**src/rtl/instr_encoder_if.sv**
```systemverilog
// Request/response bus of the instruction encoder: raw fields in, encoded words out.
interface instr_encoder_if;
    logic        in_valid;
    logic        in_ready;
    logic [6:0]  in_opcode;
    logic [4:0]  in_rd;
    logic [4:0]  in_rs1;
    logic [4:0]  in_rs2;
    logic [2:0]  in_funct3;
    logic [6:0]  in_funct7;
    logic [31:0] in_imm;
    logic        out_valid;
    logic        out_ready;
    logic [31:0] out_instr;
    logic        out_err;

    // Requester/consumer side
    modport master (
        output in_valid, in_opcode, in_rd, in_rs1, in_rs2, in_funct3, in_funct7, in_imm,
        output out_ready,
        input  in_ready, out_valid, out_instr, out_err
    );

    // Encoder side
    modport slave (
        input  in_valid, in_opcode, in_rd, in_rs1, in_rs2, in_funct3, in_funct7, in_imm,
        input  out_ready,
        output in_ready, out_valid, out_instr, out_err
    );
endinterface

```
**src/rtl/instr_encoder.sv**
```systemverilog
// RV32I instruction encoder: packs raw fields into a 32-bit word, flags
// unencodable requests (stored as NOP), and buffers results in a 2-entry FIFO.
module instr_encoder (
    input  logic                  clk,
    input  logic                  rst_n,
    instr_encoder_if.slave        bus,
    output logic [15:0]           enc_count
);
    localparam logic [31:0] Nop = 32'h0000_0013;

    // FIFO entry: {err, instr}
    logic [32:0] mem [2];
    logic        wr_ptr;
    logic        rd_ptr;
    logic [1:0]  count;
    logic        push;
    logic        pop;
    logic [31:0] enc_instr;
    logic        enc_err;
    logic [32:0] enc_word;

    logic [31:0] imm;
    logic [6:0]  op;
    logic        imm12_ok;
    logic        imm13_ok;
    logic        imm21_ok;

    assign imm = bus.in_imm;
    assign op  = bus.in_opcode;

    // Sign-extension range checks: upper bits must all equal the field's sign bit
    assign imm12_ok = (imm[31:11] == '0) || (imm[31:11] == '1);
    assign imm13_ok = (imm[31:12] == '0) || (imm[31:12] == '1);
    assign imm21_ok = (imm[31:20] == '0) || (imm[31:20] == '1);

    // in_ready depends only on occupancy, so there is no path from out_ready
    assign bus.in_ready  = (count != 2'd2);
    assign bus.out_valid = (count != 2'd0);
    assign push          = bus.in_valid && bus.in_ready;
    assign pop           = bus.out_valid && bus.out_ready;

    assign bus.out_instr = bus.out_valid ? mem[rd_ptr][31:0] : 32'h0;
    assign bus.out_err   = bus.out_valid ? mem[rd_ptr][32] : 1'b0;

    // Format selection and immediate legality per opcode
    always_comb begin
        enc_instr = 32'h0;
        enc_err   = 1'b0;
        case (op)
            7'b0110011: begin
                enc_instr = {bus.in_funct7, bus.in_rs2, bus.in_rs1, bus.in_funct3, bus.in_rd, op};
            end
            7'b0000011, 7'b1100111: begin
                enc_instr = {imm[11:0], bus.in_rs1, bus.in_funct3, bus.in_rd, op};
                enc_err   = !imm12_ok;
            end
            7'b0010011: begin
                if (bus.in_funct3 == 3'b001 || bus.in_funct3 == 3'b101) begin
                    enc_instr = {bus.in_funct7, imm[4:0], bus.in_rs1, bus.in_funct3,
                                 bus.in_rd, op};
                    enc_err   = (imm[31:5] != '0);
                end else begin
                    enc_instr = {imm[11:0], bus.in_rs1, bus.in_funct3, bus.in_rd, op};
                    enc_err   = !imm12_ok;
                end
            end
            7'b0100011: begin
                enc_instr = {imm[11:5], bus.in_rs2, bus.in_rs1, bus.in_funct3, imm[4:0], op};
                enc_err   = !imm12_ok;
            end
            7'b1100011: begin
                enc_instr = {imm[12], imm[10:5], bus.in_rs2, bus.in_rs1, bus.in_funct3,
                             imm[4:1], imm[11], op};
                enc_err   = !imm13_ok || imm[0];
            end
            7'b1101111: begin
                enc_instr = {imm[20], imm[10:1], imm[11], imm[19:12], bus.in_rd, op};
                enc_err   = !imm21_ok || imm[0];
            end
            7'b0110111, 7'b0010111: begin
                enc_instr = {imm[31:12], bus.in_rd, op};
                enc_err   = (imm[11:0] != '0);
            end
            default: begin
                enc_err = 1'b1;
            end
        endcase
        enc_word = enc_err ? {1'b1, Nop} : {1'b0, enc_instr};
    end

    // FIFO pointers and occupancy; push is gated by in_ready so a pop never frees a slot early
    always_ff @(posedge clk or negedge rst_n) begin
        if (!rst_n) begin
            wr_ptr <= 1'b0;
            rd_ptr <= 1'b0;
            count  <= 2'd0;
        end else begin
            if (push) wr_ptr <= ~wr_ptr;
            if (pop)  rd_ptr <= ~rd_ptr;
            if (push && !pop)      count <= count + 2'd1;
            else if (pop && !push) count <= count - 2'd1;
        end
    end

    // Storage needs no reset: entries are only visible while counted as occupied
    always_ff @(posedge clk) begin
        if (push) mem[wr_ptr] <= enc_word;
    end

    // Saturating count of error-free words handed to the consumer
    always_ff @(posedge clk or negedge rst_n) begin
        if (!rst_n) begin
            enc_count <= 16'h0;
        end else if (pop && !mem[rd_ptr][32] && enc_count != 16'hFFFF) begin
            enc_count <= enc_count + 16'h1;
        end
    end
endmodule

```
**src/flat_wrapper.sv**
```systemverilog
// flat-port wrapper written by rule: the top's interface ports become plain ports
module instr_encoder_flat 
  (clk, rst_n, enc_count, bus_in_valid, bus_in_opcode, bus_in_rd, bus_in_rs1, bus_in_rs2, bus_in_funct3, bus_in_funct7, bus_in_imm, bus_out_ready, bus_in_ready, bus_out_valid, bus_out_instr, bus_out_err);
  instr_encoder_if bus_i ();
  input  logic clk;
  input  logic rst_n;
  output logic [15:0] enc_count;
  input wire logic [$bits(bus_i.in_valid)-1:0] bus_in_valid;
  input wire logic [$bits(bus_i.in_opcode)-1:0] bus_in_opcode;
  input wire logic [$bits(bus_i.in_rd)-1:0] bus_in_rd;
  input wire logic [$bits(bus_i.in_rs1)-1:0] bus_in_rs1;
  input wire logic [$bits(bus_i.in_rs2)-1:0] bus_in_rs2;
  input wire logic [$bits(bus_i.in_funct3)-1:0] bus_in_funct3;
  input wire logic [$bits(bus_i.in_funct7)-1:0] bus_in_funct7;
  input wire logic [$bits(bus_i.in_imm)-1:0] bus_in_imm;
  input wire logic [$bits(bus_i.out_ready)-1:0] bus_out_ready;
  output wire logic [$bits(bus_i.in_ready)-1:0] bus_in_ready;
  output wire logic [$bits(bus_i.out_valid)-1:0] bus_out_valid;
  output wire logic [$bits(bus_i.out_instr)-1:0] bus_out_instr;
  output wire logic [$bits(bus_i.out_err)-1:0] bus_out_err;
  assign bus_i.in_valid = bus_in_valid;
  assign bus_i.in_opcode = bus_in_opcode;
  assign bus_i.in_rd = bus_in_rd;
  assign bus_i.in_rs1 = bus_in_rs1;
  assign bus_i.in_rs2 = bus_in_rs2;
  assign bus_i.in_funct3 = bus_in_funct3;
  assign bus_i.in_funct7 = bus_in_funct7;
  assign bus_i.in_imm = bus_in_imm;
  assign bus_i.out_ready = bus_out_ready;
  assign bus_in_ready = bus_i.in_ready;
  assign bus_out_valid = bus_i.out_valid;
  assign bus_out_instr = bus_i.out_instr;
  assign bus_out_err = bus_i.out_err;
  instr_encoder u_core (.clk(clk), .rst_n(rst_n), .bus(bus_i), .enc_count(enc_count));
endmodule
```
**config.mk**
```make
export PLATFORM = sky130hd
export DESIGN_NAME = instr_encoder_flat
export DESIGN_NICKNAME = d
export VERILOG_FILES = /design/src/rtl/instr_encoder_if.sv /design/src/rtl/instr_encoder.sv /design/src/flat_wrapper.sv
export SDC_FILE = /design/constraint.sdc
export NUM_CORES = 1
export LEC_CHECK = 0
export CAP_MARGIN = 10
export CORE_MARGIN = 10
export CORE_UTILIZATION = 44
export DETAILED_ROUTE_END_ITERATION = 10
export HOLD_SLACK_MARGIN = 0.06
export PLACE_DENSITY = 0.82
export SYNTH_ARGS = -nofsm -noshare
export SYNTH_HDL_FRONTEND = slang
export SYNTH_SLANG_ARGS = --single-unit
```
**constraint.sdc**
```tcl
create_clock -name clk -period 2.34 [get_ports clk]
set_clock_uncertainty 0.15 [all_clocks]
set_input_delay 0.702 -clock clk [delete_from_list [all_inputs] [get_ports clk]]
set_output_delay 0.702 -clock clk [all_outputs]
set_load 0.005 [all_outputs]
```
==> metrics, run 1 <==
register area share after synthesis 56.8%; commonest non-fill, non-tap cell in the layout buf_4; overall power 5.98 mW; crit path launch bus_in_imm[1]; Cells after Synth 379; ant diodes 0; reg-to-reg endpoint u_core.enc_count[14]; wire length after detailed routing 14400 um; most frequent cells in the layout buf_4, edfxtp_1, nor2_1, clkdlybuf4s50_1, buf_2; Worst EP arrival 2.55 ns; FP Rows 36; Finish-stage setup viols 68; fin util 73.2%; CTS HTree Levels 3; worst r2r src u_core.rd_ptr; worst-case clock buffer depth 2; Crit path largest cell delay 0.44 ns; flop and latch count out of synthesis 86; Clock Pin Slew Worst Setup and Hold Paths 0.09 ns; headroom to the max-slew limit 65.7%; WL per Instance 19.5 um; global-route wire length before repair 22200 um; CTS root buf clkbuf_8; layout cell share with drive strength beyond 1 42.3%; Worst Setup EP u_core.mem[0][7]; total of warnings raised by yosys 0; Syn Std Cell Area 4370 um^2; period utilization 106%; # fillers 657; DR vias/cell 5.42; Tightest Hold Check Type flop to flop; Hold Fails Final Rpt 0; Slew @ Worst Pin 0.515 ns; status finished with violations; area leader, netlist edfxtp_1; GRT Overall Usage 19.3%; die extent in x 120 um; ys async rst share 23.3%; Synth top area share 45.4%; PwrDens 840 nW/um^2; worst skew pair latency 0.36 ns; io pins 119; hold_buf cts 0; cts bufs inserted 9; fin. max-slew vios 0; area of the die 14300 um^2; critical path class input pin to flop; final antenna-violating net count 0; top cells by area, synth edfxtp_1, dfrtp_1, mux2i_1, nor2_1, a222oi_1; CTS tree done; Layout area overhead 63.0%; starting DRC count in detailed routing 364; CP delay by family, top compound AO/OA/AOI/OAI gates; Place WS -0.785 ns; clk sinks 86; worst-path cell chain clkdlybuf4s50_1 > nor3_2 > nand4_1 > a21o_1 > a221oi_4 > o221ai_4 > buf_4 > nor2_4; Avg Inst Size Synth 11.5 um^2; Peak supply drop 448 uV; RSZ-0062 raised after global routing true; max cap viols 0; vias in the first global route 4291; largest net degree at the start of global routing 34; total leakage power 2.76 nW; antenna violations before repair 0; drt pass-1 iters 5; I/O Buffers 118; max frequency 0.403 GHz; Post-synth EDFFs 66; Tmin final 2.48 ns; die height 120 um; setup ws final -0.140 ns; reg-to-reg slack, setup 0.16 ns; R2R depth 9; post-synthesis cell type count 50; GP Congestion 0.916; violated checks negative setup slack; drt drc 0; final net count 673; critical path depth 8; dominant synthesized flop cell edfxtp_1; Critical Path RT 2.41 ns; gr ovfl total 0; final HPWL from detailed placement 9830 um; Initial Util 44.9%; crit end category flop; CP Buf/Inv Count 2; slowest CP cell clkdlybuf4s50_1; Core Region 9730 um^2; Via Count 4013; CP startpoint kind input pin; Worst Path Max Fanout 6
==> routing by layer <==
metal  part of all wire [%]  up-vias  GRT usage, %
met4                    2.2        0          8.90
met2                     50      190          32.7
li1                       -     1888             -
met5                      0        -             0
met3                    7.3       26          4.55
met1                     40     1909          22.7
==> synthesized netlist by cell type, drive strengths merged, types with 4 or more instances <==
cell / count
a21oi: 8
a222oi: 11
a22oi: 14
and3: 5
buf: 6
clkbuf: 9
dfrtp: 20
edfxtp: 66
inv: 4
mux2i: 33
nand2: 15
nand3: 15
nand4: 13
nor2: 80
nor2b: 5
nor3: 6
nor4: 6
o21ai: 6
xnor2: 12
xor2: 6
==> final cells by class <==
cell class | instances | area (um^2) | share of cell area (%)
multi-input combinational | 278 | 2280 | 32.0
clock buffer | 10 | 149 | 2.09
clock inverter | 6 | 48.8 | 0.685
timing repair buffer | 224 | 1970 | 27.7
tap | 133 | 166 | 2.34
sequential | 86 | 2490 | 34.9
inverter | 4 | 15.0 | 0.211
==> sequential cells by signal, summed over array words and instances (netlist names) <==
| register | count |
|---|---|
| u_core.mem | 66 |
| u_core.enc_count | 16 |
| u_core.count | 2 |
| u_core.rd_ptr | 1 |
| u_core.wr_ptr | 1 |
==> what timing repair did <==
item,in CTS,in global routing
pin swaps,34,29
buffers inserted,19,8
endpoints found under the setup margin,97,106
gates cloned,6,0
resized for setup,270,56
==> cells by family (layout without fill, tap and decap cells) <==
kind of cell / after synthesis / in the layout / synth area share (%)
and+or+nand+nor: 162 / 162 / 18.4
muxes: 35 / 35 / 8.08
xor gates and xnor gates: 18 / 18 / 3.61
DFF: 86 / 86 / 56.8
buffers and inverters: 19 / 244 / 2.06
adders and majority gates: 2 / 2 / 0.573
other: 1 / 4 / 0.0859
AOI/OAI and AO/OA: 56 / 57 / 10.3
==> power breakdown <==
part	internal (mW)	total, mW	switching (mW)
registers	2.02	2.23	0.208
logic	1.48	2.72	1.25
clock network	0.464	1.03	0.562
total	3.96	5.98	2.02
==> worst reg2reg max path: cells and delay by family, from the launching register on <==
kind	cells	cell delay, ns
AND/OR/NAND/NOR	3	0.59
AO/OA/AOI/OAI	2	0.29
flip-flops	1	0.43
multiplexers	1	0.23
buffers and inverters	3	0.41
==> per-stage QoR <==
stage	TNS (ns)	cells	hold WS, ns	instance area (um^2)
finish	-6.42	741	0.354	7120
global route	-12.12	741	0.382	7120
CTS	-4.05	735	0.353	6910
detailed placement	-46.10	694	0.340	6340
global placement	-43.67	694	0.330	6340
floorplan	-6.87	382	0.256	4440
==> worst min-delay path by stage <==
stage                                    from                   to  cells past startpoint
after floorplan                         rst_n      u_core.count[0]                      0
after global placement    u_core.enc_count[8]  u_core.enc_count[8]                      1
after detailed placement  u_core.enc_count[8]  u_core.enc_count[8]                      1
after CTS                 u_core.enc_count[8]  u_core.enc_count[8]                      1
after global routing      u_core.enc_count[8]  u_core.enc_count[8]                      1
final                     u_core.enc_count[8]  u_core.enc_count[8]                      1
Note: power is estimated with default switching activity, not from simulation.
==> run 2, diff against run 1 <==
--- a/config.mk
+++ b/config.mk
@@ -6,11 +6,12 @@
 export NUM_CORES = 1
 export LEC_CHECK = 0
 export CAP_MARGIN = 10
+export CORE_ASPECT_RATIO = 0.5
 export CORE_MARGIN = 10
-export CORE_UTILIZATION = 44
+export CORE_UTILIZATION = 45
 export DETAILED_ROUTE_END_ITERATION = 10
 export HOLD_SLACK_MARGIN = 0.06
-export PLACE_DENSITY = 0.82
+export PLACE_DENSITY = 0.8
 export SYNTH_ARGS = -nofsm -noshare
 export SYNTH_HDL_FRONTEND = slang
 export SYNTH_SLANG_ARGS = --single-unit
==> constraint.sdc (replaced) <==
create_clock -name clk -period 2.7 [get_ports clk]
set_clock_uncertainty 0.15 [all_clocks]
set_input_delay 0.81 -clock clk [delete_from_list [all_inputs] [get_ports clk]]
set_output_delay 0.81 -clock clk [all_outputs]
set_load 0.005 [all_outputs]
==> run 2 against run 1 <==
  * Non-clock buffer count shrank 14
  * Design area shrank 0.21%
  * Via count grew 3.1%
  * Power shrank 10%
  * The run still ends with negative setup slack left
==> metrics, run 2 (synthesis results as in run 1) <==
Worst Setup EP bus_out_instr[2]; drt pass-1 iters 7 (+2); die extent in x 159 um (+33%); R2R depth 7 (-2); setup ws final -0.0408 ns (+0.0994 ns); final net count 658 (-2.2%); Setup TNS -0.0941 ns (+6.33 ns); # fillers 605 (-7.9%); starting DRC count in detailed routing 406 (+12%); CTS HTree Levels 3 (unchanged); headroom to the max-slew limit 54.4% (-11 points); DR vias/cell 5.68 (+4.9%); clk sinks 86 (unchanged); Hold Fails Final Rpt 0 (unchanged); FP Rows 25 (-31%); Worst EP arrival 1.78 ns (-0.77 ns); largest net degree at the start of global routing 35 (+2.9%); switch share 32.3% (-1.4 points); crit path launch u_core.rd_ptr; critical path class flop to primary output; Peak supply drop 405 uV (-9.5%); final antenna-violating net count 0 (unchanged); reg-to-reg slack, setup 0.28 ns (+0.12 ns); Reg with most FFs u_core.mem; violated checks negative setup slack; Tightest Hold Check Type flop to flop; Crit path largest cell delay 0.46 ns (+0.02 ns); slowest CP cell clkdlybuf4s50_1; worst skew pair latency 0.33 ns (-0.03 ns); die height 89.7 um (-25%); Clock Pin Slew Worst Setup and Hold Paths 0.06 ns (-0.03 ns); RSZ-0062 raised after global routing true; Core Region 9450 um^2 (-2.9%); Via Count 4136 (+3.1%); Seq pwr share 36.0% (-1.3 points); Layout area overhead 62.6%; total leakage power 2.94 nW (+6.5%); Finish-stage setup viols 5 (-93%); Net Switching 1.74 mW (-14%); Critical Path RT 1.74 ns (-0.67 ns); GP Congestion 0.911 (-0.55%); io pins 119 (unchanged); CP startpoint kind flop; worst r2r src u_core.rd_ptr; crit end category primary output; CTS root buf clkbuf_16; status finished with violations; Placed Cells 690 (-0.58%); GRT Overall Usage 19.5% (+0.24 points); vias in the first global route 4137 (-3.6%); max frequency 0.365 GHz; most frequent cells in the layout buf_4, edfxtp_1, clkdlybuf4s50_1, nor2_1; Clock Power Share 23.2% (+6.0 points); drt drc 0 (unchanged); CTS tree done; max reg flops 66 (unchanged); biggest regs u_core.mem x66, u_core.enc_count x16, u_core.count x2; I/O Buffers 118 (unchanged); combinational share of power 40.8% (-4.7 points); ant diodes 0 (unchanged); Slew @ Worst Pin 0.684 ns (+0.169 ns); PwrDens 757 nW/um^2 (-9.9%); Reg area 2480 um^2 (-0.10%); Initial Util 46.2% (+1.3 points); wire length after detailed routing 15500 um (+7.3%); final non-filler cell total 728 (-1.8%); final HPWL from detailed placement 10000 um (+1.8%); worst-case clock buffer depth 2 (unchanged); max cap viols 0 (unchanged); area of the die 14300 um^2 (-0.18%); Tmin final 2.74 ns; global-route wire length before repair 22000 um (-0.78%); reg-to-reg endpoint u_core.enc_count[14]; area of the multi-input gates 2120 um^2 (-6.8%); antenna violations before repair 0 (unchanged); commonest non-fill, non-tap cell in the layout buf_4; Worst Path Max Fanout 17 (+11); WL per Instance 21.3 um (+9.2%); hold_buf cts 0 (unchanged); period utilization 102%; worst-path cell chain buf_12 > mux2i_1 > nor2_1 > clkdlybuf4s50_1; cts bufs inserted 9 (unchanged); fin. max-slew vios 0 (unchanged); gr ovfl total 0 (unchanged); Pint 3.64 mW (-8.1%); layout cell share with drive strength beyond 1 30.0% (-12 points)
## run 2: cell types whose count changed in the layout (fill, tap and decap cells not counted), moves of 4 or more
cell / previous run / this run
buf_2: 34 / 0
dlymetal6s2s_1: 1 / 20
dlygate4sd2_1: 17 / 31
clkdlybuf4s50_1: 46 / 57
mux2i_1: 20 / 31
clkbuf_16: 2 / 12
buf_6: 13 / 4
clkbuf_8: 9 / 0
mux2i_2: 9 / 2
buf_4: 84 / 78
nor2_4: 24 / 18
nor2_2: 5 / 10
mux2i_4: 4 / 0
## run 2: final cells by class
type / count / area share, %
sequential: 86 / 35.0
multi-input combinational: 277 / 29.9
timing repair buffer: 210 / 28.3
clock buffer: 10 / 3.22
tap: 135 / 2.38
clock inverter: 6 / 0.969
inverter: 4 / 0.211
## run 2: power groups by stage
stage               clock network (mW)  logic [mW]  registers [mW]
CTS                               1.24        2.00            1.90
global placement                     0        2.01            1.90
finish                            1.25        2.20            1.93
detailed placement                   0        2.04            1.92
floorplan                            0       0.868            1.88
global route                      1.31        2.35            1.96
## run 2: worst min-delay path by stage
stage	start	end	slack [ns]	depth (start not counted)
2_1_floorplan	u_core.count[1]	u_core.count[1]	0.31	1
3_3_place_gp	u_core.enc_count[8]	u_core.enc_count[8]	0.33	1
3_5_place_dp	u_core.enc_count[8]	u_core.enc_count[8]	0.34	1
4_1_cts	u_core.enc_count[8]	u_core.enc_count[8]	0.35	1
5_1_grt	u_core.enc_count[8]	u_core.enc_count[8]	0.36	1
6_report	u_core.enc_count[8]	u_core.enc_count[8]	0.34	1
## run 2: what timing repair did
action	CTS	global route
cloned	2	3
buffers inserted	11	8
pin swaps	14	20
endpoints found under the setup margin	82	75
gates resized for setup	94	64
## run 2: layer usage
metal / global-route usage, % / part of all wire (%)
met4: 5.43 / 1.8
met2: 35.7 / 51
met3: 4.69 / 8.1
met1: 22.9 / 39
met5: 0 / 0
## run 2: worst max-delay path, delay by kind of cell (launching register included)
kind                   cells  cell delay (ns)
buffers and inverters      2             0.66
DFF                        1             0.42
muxes                      1             0.29
and+or+nand+nor            1             0.07
## run 2: per-stage QoR
stage	utilization [%]	power, mW	worst slack, ns	hold slack, ns	instance area [um^2]
2_1_floorplan	-	2.75	0.0429	0.314	4380
3_3_place_gp	66.1	3.91	-0.450	0.331	6240
3_5_place_dp	66.1	3.95	-0.561	0.337	6240
5_1_grt	75.2	5.62	-0.118	0.355	7100
4_1_cts	72.2	5.14	-0.0623	0.345	6820
6_report	75.2	5.38	-0.0408	0.338	7100
